[config.mk]
export PLATFORM = sky130hd
export DESIGN_NAME = bitmux4to1_rr
export DESIGN_NICKNAME = d
export VERILOG_FILES = /design/src/rtl/bitmux4to1_rr.sv
export SDC_FILE = /design/constraint.sdc
export NUM_CORES = 1
export LEC_CHECK = 0
export CORE_MARGIN = 3
export CORE_UTILIZATION = 37
export DETAILED_ROUTE_END_ITERATION = 10
export DONT_BUFFER_PORTS = 1
export PLACE_DENSITY = 0.57
export SYNTH_ARGS = -nofsm -noshare
export SYNTH_HDL_FRONTEND = slang
export SYNTH_SLANG_ARGS = --single-unit
[constraint.sdc]
create_clock -name clk -period 2 [get_ports clk]
set_input_delay 0.4 -clock clk [delete_from_list [all_inputs] [get_ports clk]]
set_output_delay 0.4 -clock clk [all_outputs]
set_load 0.05 [all_outputs]
[src/rtl/bitmux4to1_rr.sv]
// Four-lane round-robin multiplexer with valid/ready handshakes and a registered,
// lane-tagged output stage feeding the 1-to-4 demux (out_a/out_s map onto a/s).
module bitmux4to1_rr #(
    parameter int DW = 2,
    parameter int CW = 8
) (
    input  logic            clk,
    input  logic            rst_n,
    input  logic [4*DW-1:0] in_data,
    input  logic [3:0]      in_valid,
    output logic [3:0]      in_ready,
    output logic [DW-1:0]   out_a,
    output logic [1:0]      out_s,
    output logic            out_valid,
    input  logic            out_ready,
    output logic [CW-1:0]   beat_cnt
);

    localparam logic [1:0] PTR_RST = 2'd3;

    // Returns {found, lane}: first requesting lane after 'last', wrapping back to 'last' itself.
    function automatic logic [2:0] rr_pick(input logic [3:0] req, input logic [1:0] last);
        logic [1:0] lane;
        rr_pick = 3'b000;
        for (int k = 4; k >= 1; k--) begin
            lane = last + 2'(k);
            if (req[lane]) begin
                rr_pick = {1'b1, lane};
            end else begin
                rr_pick = rr_pick;
            end
        end
    endfunction

    function automatic logic [DW-1:0] lane_data(input logic [4*DW-1:0] d, input logic [1:0] k);
        case (k)
            2'd0:    lane_data = d[DW*0 +: DW];
            2'd1:    lane_data = d[DW*1 +: DW];
            2'd2:    lane_data = d[DW*2 +: DW];
            2'd3:    lane_data = d[DW*3 +: DW];
            default: lane_data = {DW{1'b0}};
        endcase
    endfunction

    logic [DW-1:0] out_a_r;
    logic [1:0]    out_s_r;
    logic          out_valid_r;
    logic [1:0]    ptr_r;
    logic [CW-1:0] beat_cnt_r;

    logic          ld_s;
    logic [2:0]    pick_s;
    logic          found_s;
    logic [1:0]    grant_s;
    logic          accept_s;
    logic          xfer_s;
    logic [3:0]    ready_s;

    assign ld_s    = ~out_valid_r | out_ready;
    assign pick_s  = rr_pick(in_valid, ptr_r);
    assign found_s = pick_s[2];
    assign grant_s = pick_s[1:0];
    assign xfer_s  = out_valid_r & out_ready;

    // Grant decode: one-hot ready on the winning lane while the output can load and reset is released.
    always_comb begin
        ready_s  = 4'b0000;
        accept_s = 1'b0;
        if (rst_n && ld_s && found_s) begin
            ready_s  = 4'b0001 << grant_s;
            accept_s = 1'b1;
        end else begin
            ready_s  = 4'b0000;
            accept_s = 1'b0;
        end
    end

    // Output beat register and arbitration pointer; a stall (ld low) holds everything.
    always_ff @(posedge clk or negedge rst_n) begin
        if (!rst_n) begin
            out_a_r     <= {DW{1'b0}};
            out_s_r     <= 2'd0;
            out_valid_r <= 1'b0;
            ptr_r       <= PTR_RST;
        end else if (accept_s) begin
            out_a_r     <= lane_data(in_data, grant_s);
            out_s_r     <= grant_s;
            out_valid_r <= 1'b1;
            ptr_r       <= grant_s;
        end else if (ld_s) begin
            out_valid_r <= 1'b0;
        end else begin
            out_valid_r <= out_valid_r;
        end
    end

    // Completed output transfers, wrapping naturally at 2^CW.
    always_ff @(posedge clk or negedge rst_n) begin
        if (!rst_n) begin
            beat_cnt_r <= {CW{1'b0}};
        end else if (xfer_s) begin
            beat_cnt_r <= beat_cnt_r + {{(CW-1){1'b0}}, 1'b1};
        end else begin
            beat_cnt_r <= beat_cnt_r;
        end
    end

    assign in_ready  = ready_s;
    assign out_a     = out_a_r;
    assign out_s     = out_s_r;
    assign out_valid = out_valid_r;
    assign beat_cnt  = beat_cnt_r;

endmodule
## Word level (Yosys, flattened, before mapping)

Index checks and enable logic that the tools add are counted.

- Equal/unequal tests: 3
- Muxes and demuxes: 17
- Order comparisons: 4
- Add/sub/neg operators: 4
- Bitwise gates (word level): 3
- Shift operators: 1
- Reductions and logical operators: 4

Operators with widths:

| operator | number |
|---|---|
| $lt A2 B3 Y1 const B | 4 |
| $mux W3 | 4 |
| $add A8 B1 Y8 const B | 1 |
| $bmux W1 S2 | 4 |
| $pmux W2 S4 | 1 |
| $mux W1 | 7 |
| $add A2 B2 Y2 const B | 2 |
| $eq A2 B2 Y1 const B | 2 |
| $mux W4 | 1 |
| $shl A1 B2 Y4 const A | 1 |
| $add A2 B1 Y2 const B | 1 |
| $eq A2 B1 Y1 const B | 1 |
| $logic_and A1 B1 Y1 | 2 |
| $logic_not A2 Y1 | 1 |
| $reduce_bool A2 Y1 | 1 |
| $and A1 B1 Y1 | 1 |
| $not A1 Y1 | 1 |
| $or A1 B1 Y1 | 1 |

- Register bits: 15
- Output and inout port bits: 17
- Bits of input ports: 15

## Depth between registers and ports, before layout

Gate-level depths: netlist of the first run.

- Word-level depth: 9
- Depth in mapped cells: 6
- Mapped depth without buffers: 5

## Worst setup path before layout of the first run

OpenSTA, ideal clock, no wires.

- Path type: register to output
- Start: reg out_valid_r, in the netlist out_valid
- End: out in_ready[3]
- Cell stages (with the launch flop): 6
- Slack: -0.248 ns
- Arrival time: 1.848 ns
- Data required time: 1.600 ns
- Buffers on the path: 1
- Path through: dfrtp_1 nand2b_1 nor2b_1 buf_2 nand2b_2 nor2b_1

- Longest elaborated chain between the ends: 5

RTL lines:

| element | RTL line | text |
|---|---|---|
| start: declaration | 47 | `logic out_valid_r;` |
| start signal: assignment | 93 | `out_valid_r <= out_valid_r;` |
| $not A1 Y1 | 59 | `assign ld_s = ~out_valid_r \| out_ready;` |
| $or A1 B1 Y1 | 59 |  |
| $logic_and A1 B1 Y1 (2 in a row) | 69 | `if (rst_n && ld_s && found_s) begin` |
| $mux W4 | 69 |  |
| end: declaration | 11 | `output logic [3:0] in_ready,` |

Every way passes these cells.

## Final worst setup path of the first run

- Start: reg ptr_r[1]
- End: out in_ready[3]

- Longest elaborated chain between the ends: 8
- Elaborated cells on any way between the ends: 18
- Classes of those cells: add/sub: 3; shift: 1; mux: 13; reduce/logical: 1

RTL lines:

| element | RTL line | text |
|---|---|---|
| start: declaration | 48 | `logic [1:0] ptr_r;` |
| start signal: assignment | 89 | `ptr_r <= grant_s;` |
| $add A2 B2 Y2 / $bmux W1 S2 (equally long branches) | 26, 27 |  |
| $bmux W1 S2 / $mux W1 (equally long branches) | 27 | `if (req[lane]) begin` |
| $mux W1 (not written as such) / $mux W3 (equally long branches) | 27 |  |
| $mux W3 (2 in a row) | 27 |  |
| $mux W3 (*) | 27 |  |
| $shl A1 B2 Y4 / $logic_and A1 B1 Y1 (equally long branches) | 70, 69 |  |
| $mux W4 (*) | 69 |  |

Mark *: on every way between the ends. The rest lies on a longest branch, timed or not. The select of a mux whose other input is x is not followed.

==> impl_metrics.tcl, run 1 <==
set metrics [dict create \
    status "complete, but fails checks" \
    violations "negative setup slack" \
    finalNetCount 113 \
    cts_buffers 3 \
    ys_seq_elements 15 \
    areaGrowthSynthToFinish_pct 32.1 \
    fin_crit_sh 1.05 \
    drc_errors 0 \
    clock_sinks 15 \
    cts_tree "built" \
    ys_types 26 \
    clkLatencyLatePin_ps 280 \
    critPathArrivalTime_ps 1700 \
    routedWlPerCell_um 13.1 \
    core-area_sq_um 2040 \
    drive_gt1_frac 0.396 \
    synth_area_sq_um 823 \
    gp_congestion 0.640 \
    rsz0062_at_grt "true" \
    grt_max_degree 16 \
    final_common_cell "dfrtp_1" \
    clkTransAtPathRegs_ps 80 \
    grt_pass1_wl_um 2690 \
    num_antenna_cells 0 \
    p_leak_nw 0.490 \
    worstMarginPinSlew_ps 634 \
    slew_violations 0 \
    seq_area_sq_um 378 \
    antenna_left 0 \
    hpwl_um 1250 \
    min_path_type "input pin to flip-flop" \
    num_io_pins 32 \
    worstPathMaxFanout 6 \
    p_per_area_nw_per_um2 1320 \
    die_area_sq_um 2830 \
    grt.total_usage 0.133 \
    maxCapViolations 0 \
    final_cell_mix "dfrtp_1, buf_4, nand2_1" \
    synth_seq_area_share 0.459 \
    worstPathRequired_ps 1600 \
    start_kind "flip-flop" \
    cts_buffer_depth 2 \
    start_util 0.403 \
    grt_pass1_vias 621 \
    drt_iter0_drc 2 \
    final_cell_area_sq_um 1090 \
    placed_cell_area_sq_um 995 \
    num_vias 597 \
    syn-mean-instance-area_sq_um 10.7 \
    die_w_um 53.2 \
    antenna_found_initial 0 \
    finalWirelength_um 1610 \
    vdd_drop_max_v 0.00112 \
    via_per_inst 4.85 \
    pre_cts_ws_ps 60.4 \
    multiInputGateArea_sq_um 475 \
    whs_path_depth 2 \
    first_pass_iters 4 \
    critical_path_class "flip-flop to primary output" \
    synth-warning-count 0 \
    fin_worst_skew_ps 1.17 \
    syn-num-nets 93 \
    io_buffers 0 \
    setup_viol 4 \
    rows 16 \
    cts_root_buf "clkbuf_4" \
    setup_slack_ps -101 \
    h-tree-depth 1 \
    fmax_mhz 476 \
    max_slew_margin 0.576 \
    nFillCells 192 \
    finalHoldViolCount 0 \
    syn_inst 77 \
    die_height_um 53.2 \
    worstSetupEndpointType "primary output" \
    grt_overflow 0 \
    rr_worst_depth 6 \
    min_period_ps 2100 \
]
repair_timing:
action                                  in CTS  in global routing
setup buffers                                4                  0
resized for setup                            5                  1
pin swaps                                    2                  0
endpoints found under the setup margin       4                  4
hold buffers                                 1                  0
hold endpoints to repair                    15                  0
sequential cells by signal (all words and copies together) (netlist names):
signal and flops:
beat_cnt 8, out_a 2, ptr_r 2, out_s 2
out_valid 1
final cells by class:
class	instances	area share
Sequential cell	15	0.348
Clock inverter	1	0.00460
Timing Repair Buffer	16	0.159
Clock buffer	3	0.0207
Multi-Input combinational cell	61	0.437
Tap cell	27	0.0311
power breakdown:
part	leakage [nW]	switching [W]	internal, W
sequential	0.181	0.000258	0.000406
combinational	0.291	0.000350	0.000252
clock	0.0177	0.0000900	0.0000742
total	0.490	0.000698	0.000732
cell families (layout without fill, tap and decap cells):
kind of cell,Yosys count,count (layout),share of synthesized area
flops,15,15,0.459
compound gates,8,8,0.126
simple gates,39,39,0.233
mux,6,6,0.0866
xor+xnor,7,7,0.0745
fa+ha+maj,1,1,0.0152
buf+inv,1,20,0.00607
per-layer routing:
metal | track usage | routed length [um] | up-vias | share of wire
met5 | 0 | 0 | - | 0
li1 | - | - | 302 | -
met2 | 0.217 | 757 | 25 | 0.47
met1 | 0.157 | 661 | 270 | 0.41
met3 | 0.0732 | 193 | 0 | 0.12
met4 | 0.0128 | 0 | 0 | 0
worst paths after layout:
kind | startpoint | slack [ps] | endpoint
max in group asynchronous | rst_n | 1020 | beat_cnt[4]$_DFFE_PN0P_
setup reg to reg | ptr_r[1]$_DFFE_PN1N_ | 300 | out_a[0]$_DFFE_PN0N_
hold reg to reg | beat_cnt[3]$_DFFE_PN0P_ | 500 | beat_cnt[3]$_DFFE_PN0P_
setup / recovery | ptr_r[1]$_DFFE_PN1N_ | -100 | in_ready[3]
hold / removal | rst_n | 260 | out_valid$_DFFE_PN0P_
min in group asynchronous | rst_n | 580 | out_s[0]$_DFFE_PN0N_
cell usage after synthesis (all sizes together):
library cell	instances	area [sq um]
dfrtp	13	325
xor2	3	26.3
o41ai	1	16.3
ha	1	12.5
xnor2	4	35.0
and3b	1	8.76
nand3	6	30.0
nor2	9	33.8
o21ai	1	16.3
buf	1	5.00
nor2b	4	25.0
nand2b	5	33.8
and2	1	6.26
mux2	3	41.3
mux2i	3	30.0
a21boi	1	7.51
or2	1	6.26
o31ai	1	21.3
o22a	1	8.76
nand4	1	6.26
nand2	11	41.3
o211ai	2	25.0
a21oi	1	8.76
dfstp	2	52.6
worst max-delay path: stages, from the launching register on:
cell      delay (ps)
dfstp_2          590
nand2b_1         120
a21boi_1          90
o21ai_4          260
nor2b_4          230
buf_12           140
metrics by stage:
stage | setup TNS (ps) | utilization | power [W] | hold WS (ps) | cells
after floorplan | -1.77 | - | 0.00106 | 104 | 77
after global placement | 0 | 0.487 | 0.00122 | 105 | 114
after detailed placement | 0 | 0.487 | 0.00123 | 105 | 114
after CTS | -346 | 0.530 | 0.00145 | 264 | 123
after global routing | -799 | 0.532 | 0.00152 | 271 | 123
final | -343 | 0.532 | 0.00143 | 264 | 123
(Power assumes the default switching activity.)
==> inputs of run 2 (changes only) <==
Settings changed: CORE_UTILIZATION 37 to 59, PLACE_DENSITY 0.57 to 0.82.
==> run 2 against run 1 <==
The run still ends with negative setup slack left. Count of clock-buffer cells in the layout grew 1. Total power grew 7.4%. Sequential cell count is the same. Critical path type unchanged. Highest routed layer is now met4.
==> impl_metrics.tcl, run 2 (synthesis results as in run 1) <==
set metrics [dict create \
    final_common_cell "buf_4" \
    maxCapViolations 0 \
    critPathArrivalTime_ps 1780 \
    routedWlPerCell_um 20.7 \
    setup_viol 4 \
    die_w_um 43.4 \
    num_vias 695 \
    die_area_sq_um 1880 \
    cts_root_buf "clkbuf_4" \
    clkPwrFrac 0.118 \
    core-area_sq_um 1200 \
    final-instance-count-excl-fill 113 \
    io_buffers 0 \
    p_sw_w 0.000776 \
    via_per_inst 6.15 \
    violations "negative setup slack" \
    drive_gt1_frac 0.424 \
    r2r_end "out_a[0]$_DFFE_PN0N_" \
    cts_tree "built" \
    finalWirelength_um 2340 \
    fin_tns_setup_ps -661 \
    critical_path.max_stage_delay_ps 620 \
    worstPathMaxFanout 7 \
    start_kind "flip-flop" \
    holdCritStartpoint "rst_n" \
    worstMarginPinSlew_ps 667 \
    clkTransAtPathRegs_ps 100 \
    dp.cells 101 \
    drt_iter0_drc 20 \
    cts_buffers 3 \
    fin_crit_sh 1.09 \
    finalHoldViolCount 0 \
    finalPower_w 0.00154 \
    whs_path_depth 2 \
    start_util 0.685 \
    vdd_drop_max_v 0.00116 \
    drc_errors 0 \
    min_path_type "input pin to flip-flop" \
    gp_congestion 0.691 \
    max_slew_margin 0.554 \
    worstSetupEndpointType "primary output" \
    switching_share 0.505 \
    grt_pass1_wl_um 3480 \
    critPathLaunch "ptr_r[1]$_DFFE_PN1N_" \
    grt_max_degree 16 \
    combPwrFrac 0.438 \
    grt_overflow 0 \
    multiInputGateArea_sq_um 484 \
    critical_path_class "flip-flop to primary output" \
    status "complete, but fails checks" \
    antenna_left 0 \
    min_period_ps 2180 \
    rows 12 \
    p_per_area_nw_per_um2 1400 \
    h-tree-depth 1 \
    num_antenna_cells 0 \
    setup_slack_ps -177 \
    seq_area_sq_um 378 \
    grt.total_usage 0.260 \
    fmax_mhz 459 \
    areaGrowthSynthToFinish_pct 33.7 \
    rr_worst_depth 7 \
    clock_sinks 15 \
    largest_reg_flops 8 \
    grt_pass1_vias 759 \
    final_cell_mix "buf_4, dfrtp_1, nand2_1" \
    first_pass_iters 4 \
    hpwl_um 1400 \
    worstPathRequired_ps 1600 \
    rsz0062_at_grt "true" \
    r2r-start "ptr_r[1]$_DFFE_PN1N_" \
    crit_slowest_cell "dfstp_2" \
    slew_violations 0 \
    path_cells "nand2b_1 > a21boi_1 > o21ai_4 > nor2b_4 > buf_12" \
    whs_endpoint "out_valid$_DFFE_PN0P_" \
    antenna_found_initial 0 \
    num_io_pins 32 \
    cts_buffer_depth 2 \
    die_height_um 43.4 \
    finalNetCount 116 \
    intPower_w 0.000761 \
    worst-r2r-setup-slack_ps 110 \
    clkLatencyLatePin_ps 300 \
    seqPwrFrac 0.444 \
    p_leak_nw 0.503 \
    fin_worst_skew_ps 10.7 \
    nFillCells 54 \
]
[run 2: cell types whose count changed in the layout (fill, tap and decap cells not counted), sizes merged]
| cell | change |
|---|---|
| clkinv | -1 |
| clkbuf | +1 |
| buf | +3 |
[run 2: cell type report]
type	instances	area share
tap	14	0.0159
multi-input combinational	61	0.440
timing repair buffer	19	0.177
sequential	15	0.343
clock buffer	4	0.0239
[run 2: power by group through the flow]
stage | sequential, W | combinational, W | clock [W]
after floorplan | 0.000813 | 0.000248 | 0
after global placement | 0.000665 | 0.000551 | 0
after CTS | 0.000668 | 0.000637 | 0.000178
final | 0.000683 | 0.000674 | 0.000181
after detailed placement | 0.000672 | 0.000576 | 0
after global routing | 0.000692 | 0.000712 | 0.000199
[run 2: what timing repair did]
item                                   4_1_cts  5_1_grt
buffers inserted                             5        2
hold buffers                                 1        0
pin swaps                                    3        2
gates resized for setup                      6        3
endpoints found under the hold margin       15        0
setup endpoints to repair                    4        4
[run 2: worst max path at each step]
stage / endpoint / depth (start not counted)
floorplan: in_ready[3] / 5
global placement: in_ready[3] / 5
detailed placement: in_ready[1] / 5
CTS: in_ready[1] / 5
global route: in_ready[0] / 5
finish: in_ready[1] / 5
[run 2: routing by layer]
layer	track usage	wire length (um)
met5	0	0
met4	0.120	43
met3	0.112	170
met2	0.460	1300
met1	0.259	824
[run 2: through the flow]
stage | hold WS [ps] | util | worst slack, ps | area (sq um)
floorplan | 104 | - | -1.77 | 833
global placement | 105 | 0.815 | 106 | 978
detailed placement | 105 | 0.815 | 38.8 | 978
CTS | 250 | 0.892 | -151 | 1070
global route | 252 | 0.917 | -257 | 1100
finish | 251 | 0.917 | -177 | 1100
[run 2: critical path: cells and delay by family (launching register included)]
family | cells | cell delay (ps)
AO/OA/AOI/OAI | 2 | 370
buffers and inverters | 1 | 140
flip-flops | 1 | 620
AND/OR/NAND/NOR | 2 | 350
